### src/rtl/key_pkg.sv
// key_pkg: one-hot FSM state constants and counter-width helper shared by the key filter blocks.
package key_pkg;
  localparam logic [3:0] S_IDLE    = 4'b0001;
  localparam logic [3:0] S_FILTER0 = 4'b0010;
  localparam logic [3:0] S_DOWN    = 4'b0100;
  localparam logic [3:0] S_FILTER1 = 4'b1000;
  function automatic int cnt_w(input int max_val);
    return $clog2(max_val + 1);
  endfunction
endpackage

### src/rtl/key_filter_chan.sv
// key_filter_chan: one key channel -- synchroniser, debounce FSM, long-press and auto-repeat timing.
module key_filter_chan import key_pkg::*; #(
  parameter int DEB_CYCLES    = 1_000_000,
  parameter int LONG_CYCLES   = 50_000_000,
  parameter int REPEAT_CYCLES = 10_000_000,
  parameter int REPEAT_EN     = 1,
  parameter int ACTIVE_LOW    = 1
) (
  input  logic clk,
  input  logic reset,
  input  logic key_in,
  output logic key_flag,
  output logic key_state,
  output logic key_long,
  output logic key_repeat
);
  localparam logic REL = ACTIVE_LOW != 0;
  localparam int DW = cnt_w(DEB_CYCLES - 1);
  localparam int HW = cnt_w(LONG_CYCLES);
  localparam int RW = cnt_w(REPEAT_CYCLES - 1);
  logic s1, s2, s3;
  logic [3:0] st;
  logic [DW-1:0] deb;
  logic [HW-1:0] hold;
  logic [RW-1:0] rcnt;
  logic press_e, rel_e;
  assign press_e = (s2 != REL) && (s3 == REL);
  assign rel_e   = (s2 == REL) && (s3 != REL);
  // Commit compares one below the final count so the state updates on the edge the counter reaches DEB_CYCLES-1.
  // The hold counter saturates at LONG_CYCLES, which makes key_long fire at most once per press.
  always_ff @(posedge clk or posedge reset) begin
    if (reset) begin
      {s1, s2, s3} <= {3{REL}};
      st <= S_IDLE;
      deb <= '0;
      hold <= '0;
      rcnt <= '0;
      key_flag <= 1'b0;
      key_state <= REL;
      key_long <= 1'b0;
      key_repeat <= 1'b0;
    end else begin
      s1 <= key_in;
      s2 <= s1;
      s3 <= s2;
      key_flag <= 1'b0;
      key_long <= 1'b0;
      key_repeat <= 1'b0;
      deb <= (st == S_FILTER0 || st == S_FILTER1) && deb != DW'(DEB_CYCLES - 1) ? deb + 1'b1 : deb;
      case (st)
        S_IDLE: if (press_e) begin
          st <= S_FILTER0;
          deb <= '0;
        end
        S_FILTER0: if (rel_e) st <= S_IDLE;
        else if (deb == DW'(DEB_CYCLES - 2)) begin
          st <= S_DOWN;
          key_flag <= 1'b1;
          key_state <= ~REL;
          hold <= '0;
          rcnt <= '0;
        end
        S_DOWN: begin
          st <= rel_e ? S_FILTER1 : S_DOWN;
          if (rel_e) deb <= '0;
          if (hold != HW'(LONG_CYCLES)) hold <= hold + 1'b1;
          key_long <= hold == HW'(LONG_CYCLES - 1);
          if (hold == HW'(LONG_CYCLES - 1)) rcnt <= '0;
          else if (hold == HW'(LONG_CYCLES) && REPEAT_EN != 0) begin
            rcnt <= rcnt == RW'(REPEAT_CYCLES - 1) ? '0 : rcnt + 1'b1;
            key_repeat <= rcnt == RW'(REPEAT_CYCLES - 1);
          end
        end
        S_FILTER1: if (press_e) st <= S_DOWN;
        else if (deb == DW'(DEB_CYCLES - 2)) begin
          st <= S_IDLE;
          key_flag <= 1'b1;
          key_state <= REL;
        end
        default: begin
          st <= S_IDLE;
          key_state <= REL;
          deb <= '0;
          hold <= '0;
          rcnt <= '0;
        end
      endcase
    end
  end
endmodule

### src/rtl/key_filter_multi.sv
// key_filter_multi: N_KEYS independent debounced key channels with press/release, long-press and repeat pulses.
module key_filter_multi import key_pkg::*; #(
  parameter int N_KEYS        = 4,
  parameter int DEB_CYCLES    = 1_000_000,
  parameter int LONG_CYCLES   = 50_000_000,
  parameter int REPEAT_CYCLES = 10_000_000,
  parameter int REPEAT_EN     = 1,
  parameter int ACTIVE_LOW    = 1
) (
  input  logic              clk,
  input  logic              reset,
  input  logic [N_KEYS-1:0] key_in,
  output logic [N_KEYS-1:0] key_flag,
  output logic [N_KEYS-1:0] key_state,
  output logic [N_KEYS-1:0] key_long,
  output logic [N_KEYS-1:0] key_repeat,
  output logic              key_any
);
  if (DEB_CYCLES < 2 || LONG_CYCLES <= DEB_CYCLES) begin : g_bad_param
    $error("key_filter_multi: need DEB_CYCLES >= 2 and LONG_CYCLES > DEB_CYCLES");
  end
  for (genvar i = 0; i < N_KEYS; i++) begin : g_ch
    key_filter_chan #(
      .DEB_CYCLES(DEB_CYCLES),
      .LONG_CYCLES(LONG_CYCLES),
      .REPEAT_CYCLES(REPEAT_CYCLES),
      .REPEAT_EN(REPEAT_EN),
      .ACTIVE_LOW(ACTIVE_LOW)
    ) u_chan (
      .clk(clk),
      .reset(reset),
      .key_in(key_in[i]),
      .key_flag(key_flag[i]),
      .key_state(key_state[i]),
      .key_long(key_long[i]),
      .key_repeat(key_repeat[i])
    );
  end
  always_ff @(posedge clk or posedge reset) begin
    if (reset) key_any <= 1'b0;
    else key_any <= |key_flag;
  end
endmodule

### config.mk
export PLATFORM = sky130hd
export DESIGN_NAME = key_filter_multi
export DESIGN_NICKNAME = d
export VERILOG_FILES = /design/src/rtl/key_pkg.sv /design/src/rtl/key_filter_chan.sv /design/src/rtl/key_filter_multi.sv
export SDC_FILE = /design/constraint.sdc
export NUM_CORES = 1
export LEC_CHECK = 0
export CAP_MARGIN = 10
export CORE_MARGIN = 3
export CORE_UTILIZATION = 37
export CTS_CLUSTER_DIAMETER = 40
export DETAILED_ROUTE_END_ITERATION = 7
export HOLD_SLACK_MARGIN = 0.15
export MAX_ROUTING_LAYER = met4
export SLEW_MARGIN = 0
export SYNTH_ARGS = -nofsm -noshare
export SYNTH_HDL_FRONTEND = slang
export SYNTH_SLANG_ARGS = --single-unit
### constraint.sdc
create_clock -name clk -period 30.2 [get_ports clk]
set_input_delay 4.53 -clock clk [delete_from_list [all_inputs] [get_ports clk]]
set_output_delay 4.53 -clock clk [all_outputs]
set_load 0.01 [all_outputs]
# After elaboration in Yosys (flattened, before gate mapping)
# Index checks and enable logic that the tools add are counted.
dict set report word_totals {
  out_inout_bits 17
  input_bits 6
  reg_bits 325
  elab_cells 330
}
dict set report op_classes {
  n_reduce_logical 45
  n_eq_ne 76
  n_mux 136
  n_bitwise 16
  addsub 12
}
# operator n
set op_table {}
lappend op_table {{$mux 24} 20}
lappend op_table {{$mux 26} 12}
lappend op_table {{$pmux 26 s3} 4}
lappend op_table {{$pmux 24 s3} 4}
lappend op_table {{$mux 20} 12}
lappend op_table {{$pmux 20 s3} 4}
lappend op_table {{$eq 26x26->1 const B} 8}
lappend op_table {{$add 26x1->26 const B} 4}
lappend op_table {{$ne 26x26->1 const B} 4}
lappend op_table {{$add 24x1->24 const B} 4}
lappend op_table {{$eq 24x24->1 const B} 4}
lappend op_table {{$mux 4} 24}
lappend op_table {{$add 20x1->20 const B} 4}
lappend op_table {{$eq 20x20->1 const B} 4}
lappend op_table {{$ne 20x20->1 const B} 4}
lappend op_table {{$pmux 4 s4} 4}
lappend op_table {{$mux 1} 44}
lappend op_table {{$ne 2x2->1 const B} 16}
lappend op_table {{$reduce_and 4->1} 8}
lappend op_table {{$ne 3x2->1 const B} 8}
lappend op_table {{$reduce_or 2->1} 12}
lappend op_table {{$reduce_and 5->1} 4}
lappend op_table {{$eq 4x1->1 const B} 4}
lappend op_table {{$eq 4x2->1 const B} 4}
lappend op_table {{11 further kinds} 65}

# Longest topological paths before layout
# Gate-level depths: netlist (run 1).
dict set report logic_depth {
  depth_word 6
  ltp_mapped 10
  ltp_nobuf 8
}

# Modules after synthesis
# A second synthesis (run 1) with hierarchy kept.
dict set report unflattened {
  cells_unflattened 2038
  hier_area_um2 18431.4
}
# module n_inst area_per_inst_um2 seq_area_each_um2 cells_per_inst
set by_module_without_submodules {}
lappend by_module_without_submodules {{key_filter_chan (g_ch[1].u_chan ...)} 2 4556.9 2033.2 503}
lappend by_module_without_submodules {{key_filter_chan (g_ch[0].u_chan)} 1 4685.7 2033.2 519}
lappend by_module_without_submodules {{key_filter_chan (g_ch[3].u_chan)} 1 4595.7 2033.2 510}
lappend by_module_without_submodules {key_filter_multi 1 36.3 25.0 3}

# Worst setup path before layout (run 1)
# No wires, ideal clock.
dict set report synth_timing {
  path_type {register to output}
  from {reg g_ch[3].u_chan.key_state}
  to {out key_state[3]}
  path_buffers 1
  slack_ns 25.048
  arrival_ns 0.622
  path_stages_with_launch 2
  required_ns 25.670
  path_cell_list {dfstp_2 > buf_4}
}
# item line_no
set synth_lines {}
lappend synth_lines {{start, declared} key_filter_chan.sv:13} ;# output logic key_state,
lappend synth_lines {{start signal, assigned} key_filter_chan.sv:59} ;# key_state <= ~REL;
lappend synth_lines {{end, declared} key_filter_multi.sv:14} ;# output logic [N_KEYS-1:0] key_state,
# No word-level cell between the ends.

==> metrics, run 1 <==
warnings from Yosys=0; M3 GR Usage=2.91%; root buffer selected by CTS=clkbuf_16; Top FF cell, synth=dfrtp_1; Initial Util=approximately 38%; run status=finished clean; antenna violations before repair=1; # clock sinks=325; Req. time, crit path=30.78 ns; cell leakage power=8.34 nW; post-CTS sizing=0; met1 usage=approximately a quarter; critical path arrival=about 7.5 ns; post-synth cell types=76; Area Overhead vs Synth=14.5%; Crit. End Element=asynchronous set/reset pin; WL final=45400 um; fmax=0.145 GHz; Async SR Flop Fraction=100%; first-pass GRT wire length=78100 um; GRT overflow=0; 1st-pass router iterations=5; GRT Total Usage=17.4%; RSZ-0062 raised after global routing=false; die footprint=around 54000 sq um; nets in the synthesized netlist=2196; worst min path class=flip-flop to flip-flop; crit start category=primary input; Rows=82; Final Hold Vio Count=0; PortBufs=22; Post-Synthesis Cells=2170; DR vias=16400; post-synth top area cell=dfrtp_1; clk slew on worst S/H paths=0.05 ns; DR vias/cell=5.67; Final min period=a little under 7 ns; slew margin rel.=roughly 22%; mux share of post-synthesis cell area=0.851%; Final Util=43.0%; clock skew=between 0.02 and 0.025 ns; largest family of logic cells by synthesized area=simple AND/OR/NAND/NOR gates; R2R setup slack=26.66 ns; DR DRC count=0; layout cell share with drive strength beyond 1=8.04%; Die Ht=232 um; post-DR wirelength/cell=15.7 um; post-route ant nets=0; io pins=23; power per cell area=58.3 nW/um^2; Worst Tran Pin Value=about 1.2 ns; hold path depth=0; post-synthesis adder-cell area fraction=1.33%; share of the yosys chip area belonging to registers=43.3%; Setup Fix Bufs, Post-CTS=0; core area=approximately 50000 sq um; CTS tree=yes; Final TNS setup=0 ns; Filler Cell Count=4804; VDD IR max=0.0379 mV; H-tree depth=2; area of the mapped netlist=18800 sq um; WS Path Type=primary input to asynchronous set/reset pin; Synth Register Bits=about 330; Simple-Gate Fraction of Synth Area=31.0%; die width=232 um; Synth area leaders=dfrtp_1 (41%), o21ai_0 (4.4%), nor2_1 (4.2%); vias in the first global route=around 16000; DP Wirelength=29400 um; R2R cell count=6; clock latency on the worst-skew pair=0.60 ns; Avg Cell Area, Syn=8.68 sq um; ant diodes=0; Crit Path Max Fanout=125; initial drt markers=1263; Post-synth EDFFs=0; Tcrit/Tclk final=around 23%; final-report setup violation count=0; CTS Buffer Depth=3; max_cap viols=0; most used routing layer=met2; Synth Area in Compound Gates=14.7%; met2 Usage GRT=26.7%; Slew Limit Fails=0; pin count of the biggest net entering global routing=approximately 130; RD Place Congestion=between 0.8 and 0.9; CTS Hold Bufs=0; area share of the largest cell type after synthesis=between 40% and 50%; layout net count=2192; CTS buffer count=59; Post-Synth XOR/XNOR Area=4.88%
[cells by family after synthesis]
family	count (synthesis)
compound gates	448
xor+xnor	105
fa+ha+maj	20
buf+inv	178
flops	325
mux	16
simple gates	1078
[worst max-delay path, cell delays in order]
cell and delay [ns]:
clkdlybuf4s50_1 0.49, inv_8 0.64, buf_4 0.79, buf_4 0.89
[metrics by stage]
stage | total power [W] | cells | hold WS, ns | setup WS, ns | instance area (sq um)
2_1_floorplan | 0.000575 | 2170 | 0.345 | 16.71 | 18800
3_3_place_gp | 0.000612 | 2776 | 0.347 | 22.53 | 19600
3_5_place_dp | 0.000615 | 2776 | 0.349 | 22.48 | 19600
4_1_cts | 0.00128 | 2885 | 0.356 | 23.12 | 21600
5_1_grt | 0.00132 | 2886 | 0.358 | 22.77 | 21600
6_report | 0.00126 | 2886 | 0.356 | 23.32 | 21600
[per-layer routing]
metal  wire, um  up-vias
met4        883        0
met1      22000     7985
met2      20600      305
li1           -     7985
met5          0        -
met3       1890       75
[final timing paths]
path / to / startpoint
worst max-delay path: g_ch[1].u_chan.hold[4] / reset
worst min-delay path: g_ch[0].u_chan.s2 / g_ch[0].u_chan.s1
worst max register to register: g_ch[1].u_chan.hold[15] / g_ch[1].u_chan.st[1]
worst min register to register: g_ch[0].u_chan.s2 / g_ch[0].u_chan.s1
max in group clk: key_flag[0] / g_ch[0].u_chan.key_flag
min in group asynchronous: g_ch[2].u_chan.key_repeat / reset
[synthesized netlist by cell type, drive strengths merged, types with 16 or more instances]
master / number
o21ai: 167
o31ai: 33
mux2i: 16
nor4b: 24
or3: 50
and3: 43
clkbuf: 84
buf: 26
and4: 29
nand2b: 30
nand4: 79
dfrtp: 305
nor2b: 26
dfstp: 20
ha: 20
a211oi: 17
nor3: 90
a21oi: 100
inv: 68
nor4: 61
or4: 40
nand3: 131
nand2: 186
xnor2: 61
xor2: 44
nor2: 213
and2: 22
[final cells by class]
cell class                      instances  area, sq um  area share (%)
Multi-Input combinational cell       1667         9960            46.2
Tap cell                              672          841            3.90
Timing Repair Buffer                   45          390            1.81
Sequential cell                       325         8160            37.8
Clock inverter                         41          415            1.93
Inverter                               68          263            1.22
Clock buffer                           68         1540            7.14
[cells in the final DEF, fill, tap and decap left out, types with 13 or more instances in the layout]
master / instances
o21ai_0: 165
o31ai_1: 33
mux2i_1: 16
and4_1: 29
inv_1: 67
and3_1: 43
o211ai_1: 13
a31oi_1: 15
a211oi_1: 17
nor3_1: 89
inv_6: 14
ha_1: 20
nor4b_1: 24
nor4_1: 54
nor2b_1: 26
clkbuf_16: 59
buf_4: 22
a21oi_1: 98
or4_1: 40
xnor2_1: 61
nand2b_1: 30
nor2_1: 213
xor2_1: 44
nand2_1: 186
nand4_1: 77
dfstp_2: 20
or3_1: 50
and2_1: 20
clkdlybuf4s50_1: 22
nand3_1: 131
dfrtp_1: 305
[power by group]
group          total [W]  switching (W)  internal (W)  leakage, nW
Combinational   0.000152       0.000113     0.0000395         2.93
Clock           0.000650       0.000244      0.000406        0.937
Sequential      0.000456      0.0000126      0.000443         4.47
Total            0.00126       0.000369      0.000888         8.34
[state kept, by name (all words and copies together) (netlist names)]
register                cells
g_ch.u_chan.s3              4
key_any                     1
g_ch.u_chan.key_repeat      4
g_ch.u_chan.key_flag        4
g_ch.u_chan.rcnt           96
g_ch.u_chan.hold          104
g_ch.u_chan.s2              4
g_ch.u_chan.deb            80
g_ch.u_chan.st             16
g_ch.u_chan.key_long        4
g_ch.u_chan.key_state       4
g_ch.u_chan.s1              4
Power figures use the tool's default switching activity.
==> inputs of run 2 (changes only) <==
==> constraint.sdc (replaced) <==
create_clock -name clk -period 6.7 [get_ports clk]
set_input_delay 1.005 -clock clk [delete_from_list [all_inputs] [get_ports clk]]
set_output_delay 1.005 -clock clk [all_outputs]
set_load 0.01 [all_outputs]
==> metrics, run 2 (synthesis results as in run 1) <==
run status=finished clean; PortBufs=22 (unchanged); WS Path Type=flip-flop to flip-flop; post-route ant nets=0 (unchanged); R2R cell count=5 (-1); GRT overflow=0 (unchanged); leading cell type in the layout, fill and taps excluded=dfrtp_1; RD Place Congestion=0.850 (+0.37%); Req. time, crit path=7.19 ns (-23.59 ns); initial drt markers=1117 (-12%); Final min period=3.38 ns; Crit. End Element=flip-flop; slowest CP cell=nor3_2; vias in the first global route=15800 (+0.044%); slew margin rel.=21.0% (-1.4 points); clock skew=0.0297 ns (+0.00616 ns); crit start category=flip-flop; DR vias=16400 (+0.061%); final-report setup violation count=0 (unchanged); slowest cell delay on critical path=1.00 ns (+0.11 ns); antenna violations before repair=1 (unchanged); CTS buffer count=59 (unchanged); die footprint=53600 sq um (unchanged); fmax=0.296 GHz; 1st-pass router iterations=5 (unchanged); area of the multi-input gates=9960 sq um (about the same); Setup Fix Bufs, Post-CTS=0 (unchanged); Area Overhead vs Synth=15.3%; GRT Total Usage=17.3% (-0.041 points); Tcrit/Tclk final=roughly half; pin count of the biggest net entering global routing=143 (+13%); RSZ-0062 raised after global routing=false; CTS Hold Bufs=0 (unchanged); worst path cell trace=nor4b_1, nand4b_1, nor3_2, nand4_1, o41ai_1; max_cap viols=0 (unchanged); layout cell share with drive strength beyond 1=8.22% (+0.18 points); critical path arrival=3.87 ns (-3.59 ns); Initial Util=37.5% (unchanged); DP Wirelength=29100 um (-1.1%); Crit Path Max Fanout=19 (-85%); VDD IR max=0.192 mV (+410%); hold path depth=0 (unchanged); Fin Hold WS=0.349 ns (-0.00692 ns); Rows=82 (unchanged); layout net count=2190 (-0.091%); most frequent cells in the layout=dfrtp_1 (305), nor2_1 (213), nand2_1 (186); worst min path class=flip-flop to flip-flop; core area=50200 sq um (unchanged); root buffer selected by CTS=clkbuf_16; cell leakage power=8.38 nW (+0.54%); io pins=23 (unchanged); Reg area=8160 sq um (unchanged); top flop regs=g_ch.u_chan.hold: 104 flops, g_ch.u_chan.rcnt: 96 flops, g_ch.u_chan.deb: 80 flops; max reg flops=104 (unchanged); # clock sinks=325 (unchanged); Worst Tran Pin Value=1.17 ns (+0.0197 ns); Slew Limit Fails=0 (unchanged); post-CTS sizing=0 (unchanged); stages on the worst setup path=5 (+1); Filler Cell Count=4772 (-0.67%); worst path buffer plus inverter count=0 (-4); Reg with most FFs=g_ch.u_chan.hold; H-tree depth=2 (unchanged); clk slew on worst S/H paths=0.06 ns (about the same); CTS Buffer Depth=3 (unchanged); power per cell area=270 nW/um^2 (+360%); CP delay by family, top=simple AND/OR/NAND/NOR gates; post-DR wirelength/cell=15.6 um (-0.80%); CTS tree=yes; Final TNS setup=0 ns (unchanged); Final Hold Vio Count=0 (unchanged); first-pass GRT wire length=77800 um (-0.39%); clock latency on the worst-skew pair=0.62 ns (+0.02 ns); WL final=45000 um (-0.76%); DR DRC count=0 (unchanged); die width=232 um (unchanged); DR vias/cell=5.67 (about the same); Die Ht=232 um (unchanged)
==> run 2: cell types whose count changed in the layout (fill, tap and decap cells not counted), sizes merged, moves of 4 or more <==
cell | before | now
clkinvlp | 9 | 13
clkbuf | 69 | 65
bufinv | 4 | 8
clkinv | 12 | 8
==> run 2: where the power goes <==
part | total (W) | internal (W) | switching (W) | leakage (nW)
combinational | 0.000688 | 0.000178 | 0.000510 | 2.93
clock | 0.00313 | 0.00199 | 0.00114 | 0.987
sequential | 0.00205 | 0.00200 | 0.0000556 | 4.47
total | 0.00587 | 0.00417 | 0.00170 | 8.38
==> run 2: path summary, 6_finish.rpt <==
kind / start / endpoint / slack [ns]
worst max-delay path: g_ch[2].u_chan.hold[8] / g_ch[2].u_chan.rcnt[21] / 3.32
worst max register to register: g_ch[2].u_chan.hold[8] / g_ch[2].u_chan.rcnt[21] / 3.32
max in group asynchronous: reset / g_ch[3].u_chan.hold[16] / 4.61
worst min-delay path: g_ch[2].u_chan.s1 / g_ch[2].u_chan.s2 / 0.35
min in group asynchronous: reset / key_any / 0.62
worst min register to register: g_ch[2].u_chan.s1 / g_ch[2].u_chan.s2 / 0.35
==> run 2: routing by layer <==
metal  wire, um  share of wire [%]  global-route usage [%]
met1      21100                 47                    22.7
met3       2040                4.5                    3.23
met5          0                  0                       -
met2      20700                 46                    27.2
met4       1210                2.7                    5.83
==> run 2: stage by stage <==
| stage | util [%] | area [sq um] | setup WS (ns) | std cells | power [W] |
|---|---|---|---|---|---|
| 5_1_grt | 43.3 | 21700 | 3.00 | 2887 | 0.00614 |
| 4_1_cts | 43.3 | 21700 | 3.35 | 2886 | 0.00596 |
| 3_5_place_dp | 39.1 | 19600 | 3.37 | 2775 | 0.00278 |
| 2_1_floorplan | - | 18800 | 1.37 | 2170 | 0.00259 |
| 6_report | 43.3 | 21700 | 3.32 | 2887 | 0.00587 |
| 3_3_place_gp | 39.1 | 19600 | 3.51 | 2775 | 0.00276 |
==> run 2: final cells by class <==
cell class / count / share of cell area, %
multi-input cells: 1667 / 45.9
well taps: 672 / 3.87
inverters: 68 / 1.19
flip-flops and latches: 325 / 37.6
diodes: 1 / 0.0115
clock buffers: 65 / 7.04
repair buffers: 43 / 1.86
clock inverters: 46 / 2.58
